--- config.mk ---
export PLATFORM = sky130hd
export DESIGN_NAME = parity_stream_acc
export DESIGN_NICKNAME = d
export VERILOG_FILES = /design/src/rtl/parity_stream_acc.sv
export SDC_FILE = /design/constraint.sdc
export NUM_CORES = 1
export LEC_CHECK = 0
export CORE_MARGIN = 8
export CORE_UTILIZATION = 45
export CTS_CLUSTER_DIAMETER = 100
export DETAILED_ROUTE_END_ITERATION = 7
export PLACE_DENSITY = 0.74
export RECOVER_POWER = 25
export SLEW_MARGIN = 25
export SYNTH_ARGS = -nofsm -noshare
export SYNTH_HDL_FRONTEND = slang
export SYNTH_SLANG_ARGS = --single-unit
--- constraint.sdc ---
create_clock -name clk -period 4.1 [get_ports clk]
set_input_delay 0.41 -clock clk [delete_from_list [all_inputs] [get_ports clk]]
set_output_delay 0.41 -clock clk [all_outputs]
set_load 0.01 [all_outputs]
--- src/rtl/parity_stream_acc.sv ---
// parity_stream_acc: running XOR parity per packet over a valid/ready stream
//
// Accumulates the XOR of every bit of every accepted WIDTH-bit word in a packet.
// When the word carrying in_last is accepted, it registers one result:
//   - parity, inverted when ODD=1
//   - word count, saturated at MAX_WORDS
//   - overflow flag
// The result is held on the output handshake until the sink takes it.
//
// Optional compare feature, macro PARITY_STREAM_CHECK_EN:
//   - adds input in_exp_parity, sampled with the last word
//   - adds output out_err, set when the computed parity differs from in_exp_parity
//
// Ports:
//   clk          in   rising-edge clock
//   reset        in   asynchronous active-high reset
//   in_valid     in   source has a word
//   in_ready     out  word accepted this cycle (low while a result is held)
//   in_data      in   WIDTH-bit data word
//   in_last      in   final word of the packet
//   out_valid    out  packet result available
//   out_ready    in   sink takes the result
//   out_parity   out  packet parity (even, or odd when ODD=1)
//   out_count    out  words in the packet, saturated at MAX_WORDS
//   out_overflow out  packet exceeded MAX_WORDS words
//   in_exp_parity in  expected parity (PARITY_STREAM_CHECK_EN only)
//   out_err      out  parity compare error (PARITY_STREAM_CHECK_EN only)
module parity_stream_acc #(
    parameter  int WIDTH     = 8,
    parameter  int MAX_WORDS = 16,
    parameter  int ODD       = 0,
    localparam int CW        = $clog2(MAX_WORDS + 1)
) (
    input  logic             clk,
    input  logic             reset,
    input  logic             in_valid,
    output logic             in_ready,
    input  logic [WIDTH-1:0] in_data,
    input  logic             in_last,
`ifdef PARITY_STREAM_CHECK_EN
    input  logic             in_exp_parity,
    output logic             out_err,
`endif
    output logic             out_valid,
    input  logic             out_ready,
    output logic             out_parity,
    output logic [CW-1:0]    out_count,
    output logic             out_overflow
);
    typedef enum logic [1:0] {IDLE, ACCUM, HOLD} state_t;

    state_t          state_q, state_d;
    logic            acc_q, acc_d;
    logic [CW-1:0]   cnt_q, cnt_d;
    logic            ovf_q, ovf_d;
    logic            valid_q, valid_d;
    logic            parity_q, parity_d;
    logic [CW-1:0]   count_q, count_d;
    logic            overflow_q, overflow_d;

    logic            in_fire, out_fire, cap, cnt_sat, acc_n, ovf_n;
    logic [CW-1:0]   cnt_n;

    // Results are only ever held in HOLD, where in_ready is low, so a take
    // and an accept can never happen on the same edge.
    assign in_ready = (state_q != HOLD);
    assign in_fire  = in_valid && in_ready;
    assign out_fire = valid_q && out_ready;
    assign cap      = in_fire && in_last;

    // Values after folding in the current word.
    assign cnt_sat  = (cnt_q == CW'(MAX_WORDS));
    assign acc_n    = acc_q ^ (^in_data);
    assign cnt_n    = cnt_sat ? cnt_q : cnt_q + CW'(1);
    assign ovf_n    = ovf_q | cnt_sat;

    always_comb begin
        state_d    = out_fire ? IDLE : cap ? HOLD : in_fire ? ACCUM : state_q;
        acc_d      = out_fire ? 1'b0 : in_fire ? acc_n : acc_q;
        cnt_d      = out_fire ? '0 : in_fire ? cnt_n : cnt_q;
        ovf_d      = out_fire ? 1'b0 : in_fire ? ovf_n : ovf_q;
        valid_d    = cap | (valid_q & ~out_ready);
        parity_d   = cap ? acc_n ^ 1'(ODD) : parity_q;
        count_d    = cap ? cnt_n : count_q;
        overflow_d = cap ? ovf_n : overflow_q;
    end

    always_ff @(posedge clk or posedge reset) begin
        if (reset) begin
            state_q    <= IDLE;
            acc_q      <= 1'b0;
            cnt_q      <= '0;
            ovf_q      <= 1'b0;
            valid_q    <= 1'b0;
            parity_q   <= 1'b0;
            count_q    <= '0;
            overflow_q <= 1'b0;
        end else begin
            state_q    <= state_d;
            acc_q      <= acc_d;
            cnt_q      <= cnt_d;
            ovf_q      <= ovf_d;
            valid_q    <= valid_d;
            parity_q   <= parity_d;
            count_q    <= count_d;
            overflow_q <= overflow_d;
        end
    end

    assign out_valid    = valid_q;
    assign out_parity   = parity_q;
    assign out_count    = count_q;
    assign out_overflow = overflow_q;

`ifdef PARITY_STREAM_CHECK_EN
    logic err_q, err_d;

    always_comb begin
        err_d = cap ? ((acc_n ^ 1'(ODD)) != in_exp_parity) : err_q;
    end

    always_ff @(posedge clk or posedge reset) begin
        if (reset) begin
            err_q <= 1'b0;
        end else begin
            err_q <= err_d;
        end
    end

    assign out_err = err_q;
`endif

endmodule

After elaboration in Yosys (flattened, before gate mapping)
Cells that the tools add are included.

operators by class
  $add $sub $neg = 1
  reduce and logical (&&, ||, !) cells = 6
  mux-type cells = 10
  bitwise operators = 5
  equal/unequal tests = 2

operator list
  operator               number
  $mux W5                3
  $reduce_xor A8 Y1      1
  $mux W2                3
  $add A5 B1 Y5 const B  1
  $eq A5 B5 Y1 const B   1
  $mux W1                4
  $logic_and A1 B1 Y1    3
  $reduce_bool A3 Y1     1
  $ne A2 B2 Y1 const B   1
  $or A1 B1 Y1           2
  $reduce_bool A2 Y1     1
  $and A1 B1 Y1          1
  $not A1 Y1             1
  $xor A1 B1 Y1          1

storage, ports and cells
  bits in registers = 17
  logic and storage cells = 32

Depth between registers and ports, before layout
Gate-level depths: netlist (run 1).

  depth in word-level cells = 5
  gate-level depth with buffers = 6

Least setup slack after synthesis (run 1)
Ideal clock, no wire load.

  path kind = input-to-reg
  start point = in in_data[5]
  end point = reg acc_q
  arrival = 1296 ps
  cell stages on the path = 4
  slack = 2703 ps
  library setup time = 101 ps
  buffers on the path = 0
  path through = xor2_1 > xnor3_1 > nor4bb_1 > nor4_1

on the way
  longest elaborated chain between the ends = 4

ends and longest elaborated chain
  element               line  RTL
  start, declared       38    input logic [WIDTH-1:0] in_data,
  $reduce_xor A8 Y1     73    assign acc_n = acc_q ^ (^in_data);
  $xor A1 B1 Y1         73
  $mux W1 (2 in a row)  79    acc_d = out_fire ? 1'b0 : in_fire ? acc_n : acc_q;
  end signal, assigned  91    acc_q <= 1'b0;
  end signal, assigned  100   acc_q <= acc_d;
  end, declared         53    logic acc_q, acc_d;

Every way passes these cells. The select of a mux whose other input is x is not followed.
A chain may end at the register's enable or synchronous reset.

Worst setup path in the final report (run 1)
  start point = reg state_q[1]
  end point = out in_ready

on the way
  longest elaborated chain between the ends = 1

ends and longest elaborated chain
  element                 line  RTL
  start, declared         52    state_t state_q, state_d;
  start signal, assigned  99    state_q <= state_d;
  $ne A2 B2 Y1            66    assign in_ready = (state_q != HOLD);
  end, declared           37    output logic in_ready,

Every way passes these cells.

==> results of run 1 <==
-- worst paths after layout --
check | endpoint | slack [ns] | cells past startpoint
hold reg to reg | out_parity | 0.49 | 2
max in group asynchronous | cnt_q[0] | 3.08 | 2
hold / removal | out_parity | 0.49 | 2
min in group asynchronous | out_valid | 0.62 | 2
setup reg to reg | out_count[1] | 2.52 | 3
setup / recovery | in_ready | 2.13 | 2
-- flip-flops by register name, indices dropped and copies added, names as in the netlist --
name          cells
acc_q             1
cnt_q             5
out_count         5
out_overflow      1
out_parity        1
out_valid         1
ovf_q             1
state_q           2
-- synthesized netlist by cell type (all sizes together) --
master  instances
xor2            4
a21oi           6
o21ai           8
nor2            8
xnor2           6
xor3            1
mux2            1
nor4bb          1
ha              2
nand2b          2
dfrtp          17
xnor3           1
and3            1
nor4            1
inv             5
clkbuf          1
nor3b           1
buf             3
or3             2
nand2           9
and2            2
nor3            1
o31ai           1
nand3           5
-- cells in the final DEF (no fill, tap or decap), drive strengths merged, types with 2 or more instances in the layout --
cell type / instances
clkbuf: 3
inv: 5
dfrtp: 17
clkdlybuf4s50: 20
nand2: 9
xor2: 4
xnor2: 6
or3: 2
nand3: 5
and2: 2
ha: 2
nor2: 8
nand2b: 2
o21ai: 8
a21oi: 6
-- metal layers --
layer / GRT usage / vias to the layer above / wire length, µm
met2: 0.194 / 27 / 908
met1: 0.130 / 329 / 791
met5: 0 / - / 0
met4: 0.0612 / 0 / 39
met3: 0.0280 / 4 / 147
li1: - / 338 / -
-- power by group through the flow --
stage	clock [µW]	combinational, µW	sequential, µW
2_1_floorplan	0	117	249
3_3_place_gp	0	201	243
3_5_place_dp	0	204	247
4_1_cts	92.6	206	244
5_1_grt	99.1	224	251
6_report	91.6	202	244
-- stage by stage --
step           total power (µW)  cell area, µm²
3_3_place_gp                444            1100
5_1_grt                     574            1130
3_5_place_dp                451            1100
2_1_floorplan               366             877
6_report                    537            1130
4_1_cts                     542            1130
-- worst register-to-register path, delay by kind of cell (launching register included) --
family | cells | cell delay, ns
flops | 1 | 0.39
mux | 1 | 0.39
simple gates | 2 | 0.70
-- area by class of cell --
| cell class | instances | area (µm²) | share of cell area |
|---|---|---|---|
| inverters | 5 | 18.8 | 0.0166 |
| clock inverters | 1 | 5.00 | 0.00442 |
| repair buffers | 21 | 210 | 0.186 |
| flip-flops and latches | 17 | 425 | 0.376 |
| well taps | 27 | 33.8 | 0.0299 |
| clock buffers | 3 | 22.5 | 0.0199 |
| multi-input cells | 63 | 415 | 0.367 |
-- cells by family after synthesis --
family                     after synthesis  share of synthesized area
xor gates and xnor gates                12                      0.154
buffers and inverters                    9                     0.0414
adders and majority gates                2                     0.0285
and+or+nand+nor                         33                      0.190
DFF                                     17                      0.485
muxes                                    1                     0.0128
AOI/OAI and AO/OA                       15                     0.0885
==> metrics.md, run 1 <==
| Metric | Value |
|---|---|
| Run status | `finished clean` |
| Synth cell types | `25` |
| Crit path buffers/inverters | `1` |
| Std cell rows | `16` |
| Startpoint types | `register` |
| Worst skew pair latency | `0.30 ns` |
| Post-CTS Resized | `0` |
| Largest delay contributor family on the critical path | `buffers and inverters` |
| TritonCTS sink count | `17` |
| Die Footprint | `roughly 3600 µm²` |
| Static Leak | `0.000506 µW` |
| CP peak stage delay | `~0.6 ns` |
| Net Sw Power | `178 µW` |
| WL per Instance | `about 14 µm` |
| Grt ovf | `0` |
| WHS | `roughly 0.5 ns` |
| Flop pwr share | `0.454` |
| Most area-consuming cells after synthesis | `dfrtp_1 49%, xnor2_1 6.0%, o21ai_0 4.6%, xor2_1 4.0%, nand2_1 3.9%` |
| FMAX | `between 0.5 and 0.6 GHz` |
| Worst Min Path Start | `out_parity` |
| DR vias | `698` |
| Clock share of power | `0.171` |
| RSZ-0062 raised after global routing | `false` |
| Cell Pwr Density | `474 nW/µm²` |
| Setup WS pre-CTS | `2.13 ns` |
| Area share of the largest cell type after synthesis | `0.485` |
| Fill cell count | `171` |
| Post-synthesis sequential area ratio | `0.485` |
| Clock tree buffer depth | `2` |
| CP endpoint kind | `primary output` |
| Combinational power share | `0.375` |
| Initial antenna violation count | `0` |
| Num CTS Buffers | `3` |
| Final setup viols | `0` |
| Dominant cell type by area after synthesis | `dfrtp_1` |
| Post-CTS Repair Setup Buffers | `0` |
| Crit share post-route | `0.481` |
| Synth-to-layout area growth | `29.0%` |
| IO buf count | `21` |
| Final setup margin | `2.13 ns` |
| Final WL | `1890 µm` |
| Max Cap Violations | `0` |
| CP Data Arrival Time | `1.56 ns` |
| Least-Margin Pin Slew | `between 0.6 and 0.7 ns` |
| Class of the worst hold path | `register to register` |
| ANT cells | `0` |
| Slew headroom | `0.579` |
| Dpl cells | `133` |
| Final Util | `0.595` |
| CP Data Required Time | `3.69 ns` |
| Clock Skew | `0.00373 ns` |
| Core area | `1900 µm²` |
| Vias per cell | `5.09` |
| RePlAce Congestion | `just under 0.8` |
| WS Path Type | `register to primary output` |
| Critical-path maximum fanout | `10` |
| CTS root buf | `clkbuf_4` |
| Worst R2R Start | `state_q[0]` |
| First-pass GRT wire length | `3130 µm` |
| Slew Limit Fails | `0` |
| Layout cells sized above 1 | `0.0636` |
| Finished Layout Cells | `137` |
| Largest net degree at the start of global routing | `18` |
| Sw Share | `0.331` |
| Starting density of the core | `0.461` |
| Yosys warns | `0` |
| Die Span Y | `between 60 and 70 µm` |
| Synthesized area | `~880 µm²` |
| Setup TNS Final | `0 ns` |
| GRT Overall Usage | `0.115` |
| Htree depth | `1` |
| Peak VDD IR | `around 0.35 mV` |
| Post-layout min period | `1.97 ns` |
| Synthesis-stage register bit count | `17` |
| Internal | `359 µW` |
| Number of global-route vias before repair | `708` |
| Hold buffer count at CTS | `0` |
| Post-route ant nets | `0` |
| # nets final | `126` |
| Worst-path clk slew | `0.10 ns` |
| Die span in x | `60.2 µm` |
| Syn avg cell area | `9.85 µm²` |
| Io pins | `22` |
| Initial DRT Pass Iterations | `6` |
| Slowest-stage cell, CP | `clkdlybuf4s50_1` |
| Worst setup startpoint | `state_q[1]` |
| Cells after synthesis | `89` |
| Cells along the critical path | `nand2b_1 > clkdlybuf4s50_1` |
| Post-DP HPWL | `1460 µm` |
| Final hold viol count | `0` |
| Net Count, Synth | `104` |
| CTS tree | `built` |
| DRT iter0 DRCs | `7` |
| Residual DRC | `0` |
No activity file was read; power rests on OpenSTA's default activity.
==> run 2: changes to the inputs <==
CORE_UTILIZATION = 42   (was 45)
PLACE_DENSITY = 0.73   (was 0.74)
clock period = 1.8 ns   (was 4.1 ns; I/O delays follow)
==> run 2 against run 1 <==
  * Clock skew increased by 0.014 ns
  * Critical path depth unchanged
  * Final area increased by 1.8%
  * Routed wire length decreased by 4.0%
  * Die area increased by 5.2%
  * Clock power increased by 130%
  * Utilization decreased by 0.80 points
  * Non-clock buffer count increased by 2
  * Worst hold slack got worse by 0.096 ns
  * Power increased by 130%
  * Sequential cell count unchanged
  * Largest cell class unchanged
==> metrics.md, run 2 (synthesis results as in run 1) <==
| Metric | Value |
|---|---|
| Worst-path clk slew | `0.12 ns (+0.02 ns)` |
| Slew Limit Fails | `0 (unchanged)` |
| Final setup margin | `0.161 ns (-1.97 ns)` |
| GRT Overall Usage | `0.103 (-0.0122)` |
| Grt ovf | `0 (unchanged)` |
| Crit path buffers/inverters | `1 (unchanged)` |
| Run status | `finished clean` |
| First-pass GRT wire length | `3000 µm (-4.2%)` |
| WS Path Type | `register to primary output` |
| Fill cell count | `190 (+11%)` |
| Startpoint types | `register` |
| CP Data Required Time | `1.62 ns (-2.07 ns)` |
| CP Data Arrival Time | `1.46 ns (-0.10 ns)` |
| Most common cell after layout, fill and taps aside | `clkdlybuf4s50_1` |
| Sw Share | `0.324 (-0.00654)` |
| Initial antenna violation count | `0 (unchanged)` |
| Die Footprint | `3810 µm² (+5.2%)` |
| Vias per cell | `4.87 (-4.4%)` |
| Static Leak | `0.000512 µW (+1.1%)` |
| Finished Layout Cells | `139 (+1.5%)` |
| Flop pwr share | `0.448 (-0.006)` |
| Final hold viol count | `0 (unchanged)` |
| Final setup viols | `0 (unchanged)` |
| Die Span Y | `61.7 µm (+2.6%)` |
| DR vias | `677 (-3.0%)` |
| IO buf count | `21 (unchanged)` |
| Cells along the critical path | `nand2b_2 > clkdlybuf4s50_1` |
| Post-route ant nets | `0 (unchanged)` |
| Layout cells sized above 1 | `0.0893 (+0.0256)` |
| Post-layout min period | `1.64 ns` |
| Peak VDD IR | `0.753 mV (+120%)` |
| Critical-path maximum fanout | `10 (unchanged)` |
| Io pins | `22 (unchanged)` |
| Worst skew pair latency | `0.29 ns (about the same)` |
| Combinational power share | `0.378 (+0.003)` |
| Dpl cells | `135 (+1.5%)` |
| Num CTS Buffers | `3 (unchanged)` |
| Hold buffer count at CTS | `0 (unchanged)` |
| ANT cells | `0 (unchanged)` |
| Class of the worst hold path | `input port to asynchronous set/reset pin` |
| TritonCTS sink count | `17 (unchanged)` |
| Final WL | `1810 µm (-4.0%)` |
| Clock tree buffer depth | `2 (unchanged)` |
| Largest delay contributor family on the critical path | `buffers and inverters` |
| Slowest-stage cell, CP | `clkdlybuf4s50_1` |
| Htree depth | `1 (unchanged)` |
| WL per Instance | `13.0 µm (-5.4%)` |
| Std cell rows | `16 (unchanged)` |
| Net Sw Power | `396 µW (+120%)` |
| Clock share of power | `0.174 (+0.003)` |
| Internal | `825 µW (+130%)` |
| Initial DRT Pass Iterations | `4 (-2)` |
| FF/Latch Area | `425 µm² (unchanged)` |
| Max Cap Violations | `0 (unchanged)` |
| Crit share post-route | `0.910` |
| Slew headroom | `0.569 (-0.0101)` |
| Least-Margin Pin Slew | `0.646 ns (+0.0151 ns)` |
| Largest net degree at the start of global routing | `18 (unchanged)` |
| CP endpoint kind | `primary output` |
| Commonest non-fill, non-tap cells in the layout | `20 x clkdlybuf4s50_1, 17 x dfrtp_1, 9 x nand2_1` |
| FMAX | `0.610 GHz` |
| Die span in x | `61.7 µm (+2.6%)` |
| Starting density of the core | `0.447 (-0.0141)` |
| Post-CTS Resized | `0 (unchanged)` |
| CP peak stage delay | `0.52 ns (-0.09 ns)` |
| Final Power | `1220 µW (+130%)` |
| # nets final | `128 (+1.6%)` |
| Setup WS pre-CTS | `0.0548 ns (-2.08 ns)` |
| CTS root buf | `clkbuf_4` |
| Setup TNS Final | `0 ns (unchanged)` |
| CTS tree | `built` |
| RePlAce Congestion | `0.844 (+7.9%)` |
| Multi-input logic area | `418 µm² (+0.60%)` |
| DRT iter0 DRCs | `7 (unchanged)` |
| Clock Skew | `0.0179 ns (+0.0142 ns)` |
| Post-CTS Repair Setup Buffers | `0 (unchanged)` |
| Synth-to-layout area growth | `31.2%` |
| Residual DRC | `0 (unchanged)` |
| Cell Pwr Density | `1060 nW/µm² (+120%)` |
| Number of global-route vias before repair | `680 (-4.0%)` |
| RSZ-0062 raised after global routing | `false` |
| Post-DP HPWL | `1440 µm (-1.7%)` |
| Core area | `1960 µm² (+3.2%)` |
[run 2: cell types whose count changed in the layout (fill, tap and decap cells not counted)]
| cell | change |
|---|---|
| clkinv_2 | -1 |
| nand2b_1 | -1 |
| nand2b_2 | +1 |
| clkinvlp_4 | +1 |
| buf_4 | +2 |
[run 2: worst paths after layout]
kind                       depth (start not counted)  slack (ns)      endpoint    startpoint
min in group clk                                   2        0.47     out_valid     out_ready
max                                                2        0.16      in_ready    state_q[0]
max reg2reg                                        4        0.37         acc_q         acc_q
max in group asynchronous                          2        0.97      cnt_q[0]         reset
min                                                2        0.40  out_count[4]         reset
min reg2reg                                        2        0.49  out_count[2]  out_count[2]
[run 2: metrics by stage]
step	utilization	hold WS, ns	cell area, µm²
CTS	0.585	0.282	1150
global route	0.587	0.471	1150
finish	0.587	0.396	1150
floorplan	-	0.106	877
global placement	0.570	0.463	1120
detailed placement	0.570	0.471	1120
[run 2: power groups by stage]
stage          clock network, µW  logic (µW)  registers [µW]
2_1_floorplan                  0         266             567
3_3_place_gp                   0         458             552
3_5_place_dp                   0         466             557
4_1_cts                      214         467             549
5_1_grt                      223         521             562
6_report                     212         462             547
[run 2: final cells by class]
type,count,share of cell area
Sequential cell,17,0.370
Multi-Input combinational cell,63,0.363
Timing Repair Buffer,23,0.196
Tap cell,27,0.0293
Clock buffer,3,0.0196
Inverter,5,0.0163
Clock inverter,1,0.00652
[run 2: layer usage]
metal,share of wire,up-vias,global-route usage,wire length (µm)
li1,-,339,-,-
met1,0.45,321,0.120,808
met2,0.46,15,0.180,826
met3,0.093,2,0.0329,169
met4,0.0033,0,0.0195,6
met5,0,-,0,0
